### src/rtl/mem_req_arbiter_if.sv
// mem_req_arbiter_if: one val/rdy request + val response memory port.
// The master side issues requests and consumes responses; the slave side
// accepts requests and produces responses. Used for the imem and dmem
// requester ports and for the shared downstream memory port.
interface mem_req_arbiter_if #(
   parameter int p_addr_nbits = 32,
   parameter int p_data_nbits = 32
) ();
   logic                    req_val;
   logic                    req_rdy;
   logic                    req_type;   // 0=read, 1=write
   logic [p_addr_nbits-1:0] req_addr;
   logic [p_data_nbits-1:0] req_wdata;
   logic                    resp_val;
   logic [p_data_nbits-1:0] resp_data;

   modport master (
      output req_val, req_type, req_addr, req_wdata,
      input  req_rdy, resp_val, resp_data
   );

   modport slave (
      input  req_val, req_type, req_addr, req_wdata,
      output req_rdy, resp_val, resp_data
   );
endinterface

### src/rtl/mem_req_arbiter.sv
// mem_req_arbiter: shares one memory port between the instruction-fetch
// (imem) and data (dmem) requesters, one transaction at a time:
// accept (IDLE) -> issue (ISSUE) -> wait for response (WAIT) -> respond (RESP).
// Default arbitration is fixed dmem-over-imem priority. Defining
// MEM_REQ_ARBITER_RR_EN switches to round-robin between contending requesters.
module mem_req_arbiter #(
   parameter int p_addr_nbits = 32,
   parameter int p_data_nbits = 32
) (
   input  logic                 clk,
   input  logic                 rst,
   mem_req_arbiter_if.slave     imem,
   mem_req_arbiter_if.slave     dmem,
   mem_req_arbiter_if.master    mem
);
   typedef enum logic [1:0] {IDLE, ISSUE, WAIT, RESP} state_t;

   localparam logic OWN_IMEM = 1'b0;
   localparam logic OWN_DMEM = 1'b1;

   state_t                  r_state;
   state_t                  w_state_nxt;
   logic                    r_owner;
   logic                    r_type;
   logic [p_addr_nbits-1:0] r_addr;
   logic [p_data_nbits-1:0] r_wdata;
   logic [p_data_nbits-1:0] r_iresp_data;
   logic [p_data_nbits-1:0] r_dresp_data;

   logic                    w_pick_i;
   logic                    w_pick_d;
   logic                    w_can_grant;
   logic                    w_grant_i;
   logic                    w_grant_d;
   logic                    w_grant;
   logic                    w_issue;

`ifdef MEM_REQ_ARBITER_RR_EN
   logic r_last_grant;

   // round-robin pick: under contention favour whoever was not granted last
   always_comb begin
      w_pick_d = dmem.req_val && (!imem.req_val || (r_last_grant == OWN_IMEM));
      w_pick_i = imem.req_val && !w_pick_d;
   end

   // remember the most recent grant winner
   always_ff @(posedge clk) begin
      if (rst)          r_last_grant <= OWN_IMEM;
      else if (w_grant) r_last_grant <= w_grant_d;
   end
`else
   // fixed priority: imem only wins when dmem is not asking
   always_comb begin
      w_pick_d = dmem.req_val;
      w_pick_i = imem.req_val && !dmem.req_val;
   end
`endif

   // grants only happen in IDLE and never while reset is asserted
   assign w_can_grant = (r_state == IDLE) && !rst;
   assign w_grant_i   = w_can_grant && w_pick_i;
   assign w_grant_d   = w_can_grant && w_pick_d;
   assign w_grant     = w_grant_i || w_grant_d;
   assign w_issue     = (r_state == ISSUE);

   // state register
   always_ff @(posedge clk) begin
      if (rst) r_state <= IDLE;
      else     r_state <= w_state_nxt;
   end

   // next-state logic
   always_comb begin
      w_state_nxt = r_state;
      case (r_state)
         IDLE:    if (w_grant)          w_state_nxt = ISSUE;
         ISSUE:   if (mem.req_rdy)      w_state_nxt = WAIT;
         WAIT:    if (mem.resp_val)     w_state_nxt = RESP;
         RESP:                          w_state_nxt = IDLE;
         default:                       w_state_nxt = IDLE;
      endcase
   end

   // latch the granted request, then the response data for its owner
   always_ff @(posedge clk) begin
      if (rst) begin
         r_owner      <= OWN_IMEM;
         r_type       <= 1'b0;
         r_addr       <= '0;
         r_wdata      <= '0;
         r_iresp_data <= '0;
         r_dresp_data <= '0;
      end else begin
         if (w_grant) begin
            r_owner <= w_grant_d;
            r_type  <= w_grant_d ? dmem.req_type  : 1'b0;
            r_addr  <= w_grant_d ? dmem.req_addr  : imem.req_addr;
            r_wdata <= w_grant_d ? dmem.req_wdata : '0;
         end
         if ((r_state == WAIT) && mem.resp_val) begin
            if (r_owner == OWN_DMEM) r_dresp_data <= r_type ? '0 : mem.resp_data;
            else                     r_iresp_data <= mem.resp_data;
         end
      end
   end

   assign imem.req_rdy   = w_grant_i;
   assign dmem.req_rdy   = w_grant_d;

   // memory request fields read as zero whenever no request is being issued
   assign mem.req_val    = w_issue;
   assign mem.req_type   = w_issue && r_type;
   assign mem.req_addr   = w_issue ? r_addr  : '0;
   assign mem.req_wdata  = w_issue ? r_wdata : '0;

   // response data holds its last value; only resp_val qualifies it
   assign imem.resp_val  = (r_state == RESP) && (r_owner == OWN_IMEM);
   assign dmem.resp_val  = (r_state == RESP) && (r_owner == OWN_DMEM);
   assign imem.resp_data = r_iresp_data;
   assign dmem.resp_data = r_dresp_data;
endmodule

### src/flat_wrapper.sv
// flat-port wrapper written by rule: the top's interface ports become plain ports
module mem_req_arbiter_flat 
#(
   parameter int p_addr_nbits = 32,
   parameter int p_data_nbits = 32
)
  (clk, rst, imem_req_val, imem_req_type, imem_req_addr, imem_req_wdata, imem_req_rdy, imem_resp_val, imem_resp_data, dmem_req_val, dmem_req_type, dmem_req_addr, dmem_req_wdata, dmem_req_rdy, dmem_resp_val, dmem_resp_data, mem_req_val, mem_req_type, mem_req_addr, mem_req_wdata, mem_req_rdy, mem_resp_val, mem_resp_data);
  mem_req_arbiter_if #(.p_addr_nbits(p_addr_nbits), .p_data_nbits(p_data_nbits)) imem_i ();
  mem_req_arbiter_if #(.p_addr_nbits(p_addr_nbits), .p_data_nbits(p_data_nbits)) dmem_i ();
  mem_req_arbiter_if #(.p_addr_nbits(p_addr_nbits), .p_data_nbits(p_data_nbits)) mem_i ();
  input  logic clk;
  input  logic rst;
  input wire logic [$bits(imem_i.req_val)-1:0] imem_req_val;
  input wire logic [$bits(imem_i.req_type)-1:0] imem_req_type;
  input wire logic [$bits(imem_i.req_addr)-1:0] imem_req_addr;
  input wire logic [$bits(imem_i.req_wdata)-1:0] imem_req_wdata;
  output wire logic [$bits(imem_i.req_rdy)-1:0] imem_req_rdy;
  output wire logic [$bits(imem_i.resp_val)-1:0] imem_resp_val;
  output wire logic [$bits(imem_i.resp_data)-1:0] imem_resp_data;
  input wire logic [$bits(dmem_i.req_val)-1:0] dmem_req_val;
  input wire logic [$bits(dmem_i.req_type)-1:0] dmem_req_type;
  input wire logic [$bits(dmem_i.req_addr)-1:0] dmem_req_addr;
  input wire logic [$bits(dmem_i.req_wdata)-1:0] dmem_req_wdata;
  output wire logic [$bits(dmem_i.req_rdy)-1:0] dmem_req_rdy;
  output wire logic [$bits(dmem_i.resp_val)-1:0] dmem_resp_val;
  output wire logic [$bits(dmem_i.resp_data)-1:0] dmem_resp_data;
  output wire logic [$bits(mem_i.req_val)-1:0] mem_req_val;
  output wire logic [$bits(mem_i.req_type)-1:0] mem_req_type;
  output wire logic [$bits(mem_i.req_addr)-1:0] mem_req_addr;
  output wire logic [$bits(mem_i.req_wdata)-1:0] mem_req_wdata;
  input wire logic [$bits(mem_i.req_rdy)-1:0] mem_req_rdy;
  input wire logic [$bits(mem_i.resp_val)-1:0] mem_resp_val;
  input wire logic [$bits(mem_i.resp_data)-1:0] mem_resp_data;
  assign imem_i.req_val = imem_req_val;
  assign imem_i.req_type = imem_req_type;
  assign imem_i.req_addr = imem_req_addr;
  assign imem_i.req_wdata = imem_req_wdata;
  assign imem_req_rdy = imem_i.req_rdy;
  assign imem_resp_val = imem_i.resp_val;
  assign imem_resp_data = imem_i.resp_data;
  assign dmem_i.req_val = dmem_req_val;
  assign dmem_i.req_type = dmem_req_type;
  assign dmem_i.req_addr = dmem_req_addr;
  assign dmem_i.req_wdata = dmem_req_wdata;
  assign dmem_req_rdy = dmem_i.req_rdy;
  assign dmem_resp_val = dmem_i.resp_val;
  assign dmem_resp_data = dmem_i.resp_data;
  assign mem_req_val = mem_i.req_val;
  assign mem_req_type = mem_i.req_type;
  assign mem_req_addr = mem_i.req_addr;
  assign mem_req_wdata = mem_i.req_wdata;
  assign mem_i.req_rdy = mem_req_rdy;
  assign mem_i.resp_val = mem_resp_val;
  assign mem_i.resp_data = mem_resp_data;
  mem_req_arbiter #(.p_addr_nbits(p_addr_nbits), .p_data_nbits(p_data_nbits)) u_core (.clk(clk), .rst(rst), .imem(imem_i), .dmem(dmem_i), .mem(mem_i));
endmodule
### config.mk
export PLATFORM = sky130hd
export DESIGN_NAME = mem_req_arbiter_flat
export DESIGN_NICKNAME = d
export VERILOG_FILES = /design/src/rtl/mem_req_arbiter_if.sv /design/src/rtl/mem_req_arbiter.sv /design/src/flat_wrapper.sv
export SDC_FILE = /design/constraint.sdc
export NUM_CORES = 1
export LEC_CHECK = 0
export CAP_MARGIN = 20
export CORE_UTILIZATION = 42
export CTS_CLUSTER_DIAMETER = 100
export DETAILED_ROUTE_END_ITERATION = 16
export HOLD_SLACK_MARGIN = 0.02
export PLACE_DENSITY = 0.92
export SLEW_MARGIN = 20
export SYNTH_ARGS = -nofsm -noshare
export SYNTH_HDL_FRONTEND = slang
export SYNTH_SLANG_ARGS = --single-unit
### constraint.sdc
create_clock -name clk -period 4.7 [get_ports clk]
set_input_delay 0.94 -clock clk [delete_from_list [all_inputs] [get_ports clk]]
set_output_delay 0.94 -clock clk [all_outputs]
set_load 0.005 [all_outputs]
==> results of run 1 <==
==> final cells by class <==
type	count	area (sq um)	area share
sequential	132	2640	0.296
tap	172	215	0.0241
inverter	4	15.0	0.00168
clock buffer	20	467	0.0523
timing repair buffer	279	2760	0.309
multi-input combinational	411	2700	0.302
clock inverter	12	129	0.0144
==> per-stage QoR <==
| step | total power [uW] | cells | hold WS [ps] | utilization |
|---|---|---|---|---|
| 6_report | 3700 | 1030 | 448 | 0.693 |
| 4_1_cts | 3710 | 1030 | 451 | 0.693 |
| 2_1_floorplan | 1970 | 605 | 434 | - |
| 5_1_grt | 3880 | 1030 | 465 | 0.693 |
| 3_5_place_dp | 2400 | 998 | 444 | 0.647 |
| 3_3_place_gp | 2370 | 998 | 437 | 0.647 |
==> metal layers <==
| metal | part of all wire | vias up | wire length [microns] |
|---|---|---|---|
| met2 | 0.49 | 215 | 8230 |
| met4 | 0.041 | 0 | 697 |
| met1 | 0.40 | 2404 | 6780 |
| li1 | - | 2567 | - |
| met3 | 0.073 | 46 | 1230 |
| met5 | 0 | - | 0 |
==> cell usage after synthesis <==
cell | instances | area share
dfxtp_1 | 132 | 0.47
a21oi_1 | 96 | 0.085
nand2_1 | 96 | 0.064
and2_1 | 67 | 0.074
clkbuf_1 | 36 | 0.024
a22o_1 | 33 | 0.051
mux2i_1 | 33 | 0.059
nand3b_1 | 33 | 0.044
a211oi_2 | 30 | 0.067
buf_2 | 12 | 0.011
buf_6 | 6 | 0.012
ha_1 | 4 | 0.0089
inv_1 | 4 | 0.0027
nand2b_1 | 4 | 0.0044
buf_4 | 3 | 0.0040
a211oi_1 | 2 | 0.0027
and3b_1 | 2 | 0.0031
nor2b_1 | 2 | 0.0022
a21oi_2 | 1 | 0.0016
a31oi_1 | 1 | 0.0011
and2_4 | 1 | 0.0016
and3_1 | 1 | 0.0011
buf_1 | 1 | 0.00067
nand3_1 | 1 | 0.00089
o21a_1 | 1 | 0.0013
o21bai_1 | 1 | 0.0013
o221a_2 | 1 | 0.0020
or2_1 | 1 | 0.0011
==> flip-flops by register name (all words and copies together), names as in the netlist <==
| signal | flops |
|---|---|
| u_core.imem.resp_data | 32 |
| u_core.r_wdata | 32 |
| u_core.r_state | 2 |
| u_core.r_owner | 1 |
| u_core.r_addr | 32 |
| u_core.dmem.resp_data | 32 |
| u_core.r_type | 1 |
==> power groups by stage <==
stage | logic [uW] | clock network, uW | registers, uW
6_report | 1030 | 1320 | 1350
5_1_grt | 1120 | 1390 | 1370
4_1_cts | 1040 | 1330 | 1350
3_5_place_dp | 1030 | 0 | 1370
3_3_place_gp | 1010 | 0 | 1360
2_1_floorplan | 615 | 0 | 1350
==> final timing paths <==
path	end	slack, ps	startpoint
worst min register to register	u_core.dmem.resp_data[4]	450	u_core.dmem.resp_data[4]
worst max-delay path	mem_req_wdata[9]	1270	u_core.r_state[1]
worst min-delay path	u_core.dmem.resp_data[4]	450	u_core.dmem.resp_data[4]
worst max register to register	u_core.r_addr[8]	2630	u_core.r_state[0]
==> cell usage in the layout (no fill, tap or decap), types with 3 or more instances in the layout <==
cell type and count:
clkbuf_8 3, clkdlybuf4s50_1 266, nand2_1 96, a21oi_1 96, a211oi_2 30, a22o_1 33, inv_1 4, clkinv_2 4
clkbuf_16 17, dfxtp_1 132, and2_1 67, nand2b_1 4, mux2i_1 33, nand3b_1 33, ha_1 3, clkinvlp_4 3
buf_4 12
==> tightest hold or removal path: stages (launching register included) <==
cell,delay (ps)
dfxtp_1,310
nand2_1,50
a21oi_1,50
==> kinds of logic (layout without fill, tap and decap cells) <==
family,count (synthesis),in the layout,synth area share
flops,132,132,0.469
mux,33,33,0.0586
compound gates,166,166,0.213
fa+ha+maj,4,4,0.00888
simple gates,208,208,0.197
buf+inv,62,315,0.0539
==> results.sh, run 1 <==
export IMPL_crit_chain="inv_1, ha_2, and2_1, clkdlybuf4s50_1"
export IMPL_cp_required_ps=3760
export IMPL_pre_cts_ws_ps=1630
export IMPL_start_util=0.438
export IMPL_hold_viol=0
export IMPL_cts_hold_buf=0
export IMPL_yosysWarnings=0
export IMPL_worstPathArrival_ps=2490
export IMPL_min_period_ps=3430
export IMPL_crit_path_end_kind="output port"
export IMPL_portBuffers=268
export IMPL_r2r_cells=6
export IMPL_seqPwrFrac=0.365
export IMPL_io_pins=302
export IMPL_switching_power_uw=1080
export IMPL_clockPowerShare=0.356
export IMPL_worst_setup_path_start_kind="register"
export IMPL_cts_buffers=17
export IMPL_cts_tree="done"
export IMPL_grt_use_met3=0.0775
export IMPL_max_freq_mhz=291
export IMPL_cts_buffer_depth=2
export IMPL_placed_cell_area_sq_mm=0.00833
export IMPL_grt_antenna_before_repair=0
export IMPL_htree_levels=4
export IMPL_grt_pass1_vias=5141
export IMPL_finalWorstSetupSlack_ps=1270
export IMPL_drive_gt1_frac=0.0932
export IMPL_avgSynthCellArea_sq_um=9.32
export IMPL_cp_depth=4
export IMPL_grt_setup_unrepaired="false"
export IMPL_met2_usage=0.408
export IMPL_ir_drop_v=0.000287
export IMPL_cts_clk_slew_worst_paths_ps=60
export IMPL_synthCells=605
export IMPL_postCtsSetupRepairBufs=0
export IMPL_worstHoldPathType="register to register"
export IMPL_p_sw_frac=0.292
export IMPL_slowest_delay_ps=860
export IMPL_cell_internal_pwr_uw=2610
export IMPL_ys_types=28
export IMPL_clk_latency_ps=420
export IMPL_fin_worst_skew_ps=5.89
export IMPL_routed_wl_mm=16.9
export IMPL_path_class="register to output port"
export IMPL_gp_congestion=0.788
export IMPL_powerDensity_mw_per_mm2=414
export IMPL_syn2layout_area_growth_pct=58.3
export IMPL_grt_overflow_total=0
export IMPL_grt_max_degree=68
export IMPL_ant_nets=0
export IMPL_synth_cell_area_sq_mm=0.00564
export IMPL_fin_nets=1017
export IMPL_ctsResizeCount=0
export IMPL_core_area_sq_mm=0.0129
export IMPL_grt_pass1_wl_mm=26.6
export IMPL_clock_sinks=132
export IMPL_core_rowCount=41
export IMPL_die_area_sq_mm=0.0139
export IMPL_design_area_sq_mm=0.00892
export IMPL_firstDrtPassIters=5
export IMPL_die_h_microns=118
export IMPL_setup_tns_ps=0
export IMPL_finalCritPeriodShare=0.730
export IMPL_critical_path_top_delay_family="adder cells"
export IMPL_setup_viol=0
export IMPL_path_buf_inv=2
export IMPL_diodes=0
export IMPL_grt_usage=0.242
export IMPL_path_max_fanout=67
export IMPL_worst_pin_slew_ps=1020
export IMPL_drt_wirelength_per_cell_microns=16.5
export IMPL_fillers=1002
export IMPL_viasPerCell=5.08
export IMPL_slowest_stage="ha_2"
export IMPL_fp_dieW_microns=118
export IMPL_vias=5232
export IMPL_maxSlewHeadroom=0.319
export IMPL_grtUsageMet1=0.268
export IMPL_power_leakage_uw=0.00324
export IMPL_hpwl_mm=11.5
export IMPL_drv_cap=0
export IMPL_worstHoldPathCells=2
export IMPL_pwr_share_comb=0.279
export IMPL_syn_nets=777
export IMPL_drv_slew=0
export IMPL_post_route_drc_count=0
export IMPL_dr_first_iter_drc_count=287
export IMPL_outcome="finished clean"
export IMPL_ys_ff_latch=132
export IMPL_top_usage_layer="met2"
export IMPL_ys_seq_area_frac=0.469
export IMPL_ctsRootBufferMaster="clkbuf_16"
Power figures use the tool's default switching activity.
==> run 2, diff against run 1 <==
--- a/config.mk
+++ b/config.mk
@@ -6,11 +6,11 @@
 export NUM_CORES = 1
 export LEC_CHECK = 0
 export CAP_MARGIN = 20
-export CORE_UTILIZATION = 42
+export CORE_UTILIZATION = 39
 export CTS_CLUSTER_DIAMETER = 100
 export DETAILED_ROUTE_END_ITERATION = 16
 export HOLD_SLACK_MARGIN = 0.02
-export PLACE_DENSITY = 0.92
+export PLACE_DENSITY = 0.87
 export SLEW_MARGIN = 20
 export SYNTH_ARGS = -nofsm -noshare
 export SYNTH_HDL_FRONTEND = slang
==> constraint.sdc (replaced) <==
create_clock -name clk -period 3.4 [get_ports clk]
set_input_delay 0.68 -clock clk [delete_from_list [all_inputs] [get_ports clk]]
set_output_delay 0.68 -clock clk [all_outputs]
set_load 0.005 [all_outputs]
==> results.sh, run 2 (synthesis results as in run 1) <==
export IMPL_outcome="finished clean"
export IMPL_total_power_uw=4800
export IMPL_ctsResizeCount=0
export IMPL_hold_start="u_core.dmem.resp_data[2]"
export IMPL_gp_congestion=0.720
export IMPL_cts_hold_buf=0
export IMPL_drive_gt1_frac=0.0822
export IMPL_io_pins=302
export IMPL_clk_latency_ps=410
export IMPL_postCtsSetupRepairBufs=0
export IMPL_worst_setup_path_start_kind="register"
export IMPL_fin_cells=1032
export IMPL_drt_wirelength_per_cell_microns=15.9
export IMPL_r2r_cells=6
export IMPL_maxSlewHeadroom=0.533
export IMPL_clock_sinks=132
export IMPL_path_buf_inv=3
export IMPL_grt_setup_unrepaired="false"
export IMPL_path_max_fanout=42
export IMPL_worstHoldPathCells=2
export IMPL_dr_first_iter_drc_count=227
export IMPL_hpwl_mm=11.2
export IMPL_r2r_slack_ps=1390
export IMPL_drv_slew=0
export IMPL_crit_chain="inv_1, ha_2, buf_12, and2_1, clkdlybuf4s50_1"
export IMPL_portBuffers=268
export IMPL_grt_pass1_vias=4982
export IMPL_slowest_stage="clkdlybuf4s50_1"
export IMPL_final_util=0.631
export IMPL_multi_input_area_sq_mm=0.00270
export IMPL_place_inst=1008
export IMPL_path_class="register to output port"
export IMPL_firstDrtPassIters=4
export IMPL_grt_usage=0.217
export IMPL_drv_cap=0
export IMPL_ir_drop_v=0.000309
export IMPL_post_route_drc_count=0
export IMPL_core_rowCount=43
export IMPL_routed_wl_mm=16.4
export IMPL_fp_dieW_microns=122
export IMPL_vias=5200
export IMPL_cts_buffer_depth=2
export IMPL_grt_max_degree=68
export IMPL_max_freq_mhz=344
export IMPL_cts_buffers=17
export IMPL_slowest_delay_ps=510
export IMPL_worst_pin_slew_ps=701
export IMPL_crit_path_end_kind="output port"
export IMPL_setup_viol=0
export IMPL_layout_common_cells="clkdlybuf4s50_1 (266), dfxtp_1 (132), a21oi_1 (96), nand2_1 (96), and2_1 (67)"
export IMPL_syn2layout_area_growth_pct=56.6
export IMPL_powerDensity_mw_per_mm2=544
export IMPL_ctsRootBufferMaster="clkbuf_16"
export IMPL_whs_ps=447
export IMPL_power_leakage_uw=0.00319
export IMPL_cp_required_ps=2720
export IMPL_min_period_ps=2900
export IMPL_htree_levels=4
export IMPL_cts_tree="done"
export IMPL_fin_worst_skew_ps=5.54
export IMPL_holdPathEnd="u_core.dmem.resp_data[2]"
export IMPL_die_h_microns=122
export IMPL_grt_overflow_total=0
export IMPL_viasPerCell=5.04
export IMPL_hold_viol=0
export IMPL_start_util=0.403
export IMPL_critical_path_top_delay_family="buffers and inverters"
export IMPL_die_area_sq_mm=0.0149
export IMPL_core_area_sq_mm=0.0140
export IMPL_grt_antenna_before_repair=0
export IMPL_diodes=0
export IMPL_finalCritPeriodShare=0.854
export IMPL_r2r_start="u_core.r_state[0]"
export IMPL_r2r_end="u_core.r_addr[2]"
export IMPL_ant_nets=0
export IMPL_worstHoldPathType="register to register"
export IMPL_final_common_cell="clkdlybuf4s50_1"
export IMPL_grt_pass1_wl_mm=25.0
export IMPL_setup_tns_ps=0
export IMPL_fillers=1189
export IMPL_fin_nets=1019
export IMPL_cts_clk_slew_worst_paths_ps=50
export IMPL_worstPathArrival_ps=2220
export IMPL_seq_area_sq_mm=0.00264
run 2: through the flow:
stage	worst slack, ps	instance area (sq um)
CTS	456	8830
detailed placement	802	8360
finish	497	8830
floorplan	1360	5640
global placement	808	8360
global route	310	8830
run 2: worst max-delay path by stage:
stage	startpoint	to	cells past startpoint
3_3_place_gp	rst	u_core.r_wdata[21]	6
2_1_floorplan	rst	dmem_req_rdy	5
5_1_grt	u_core.r_state[0]	mem_req_wdata[3]	4
4_1_cts	u_core.r_state[1]	mem_req_wdata[9]	5
3_5_place_dp	rst	u_core.r_wdata[30]	6
6_report	u_core.r_state[1]	mem_req_wdata[9]	5
run 2: area by class of cell:
class                           instances  area share
Clock buffer                           22      0.0515
Clock inverter                          2     0.00113
Inverter                                4     0.00170
Multi-Input combinational cell        411       0.305
Sequential cell                       132       0.299
Tap cell                              180      0.0255
Timing Repair Buffer                  281       0.316
run 2: where the power goes:
group	internal (uW)	switching, uW	total (uW)	leakage (uW)
Sequential	1760	105	1870	0.00108
Clock	911	584	1490	0.000229
Combinational	744	697	1440	0.00189
run 2: routing by layer:
metal,vias up,share of wire,global-route usage
met5,-,0,0
met4,0,0.033,0.114
met3,36,0.087,0.0711
met2,205,0.48,0.362
met1,2396,0.40,0.247
li1,2563,-,-
run 2: tightest hold or removal path, stage by stage (launching register included):
cell and delay [ps]:
dfxtp_1 300, nand2_1 50, a21oi_1 50
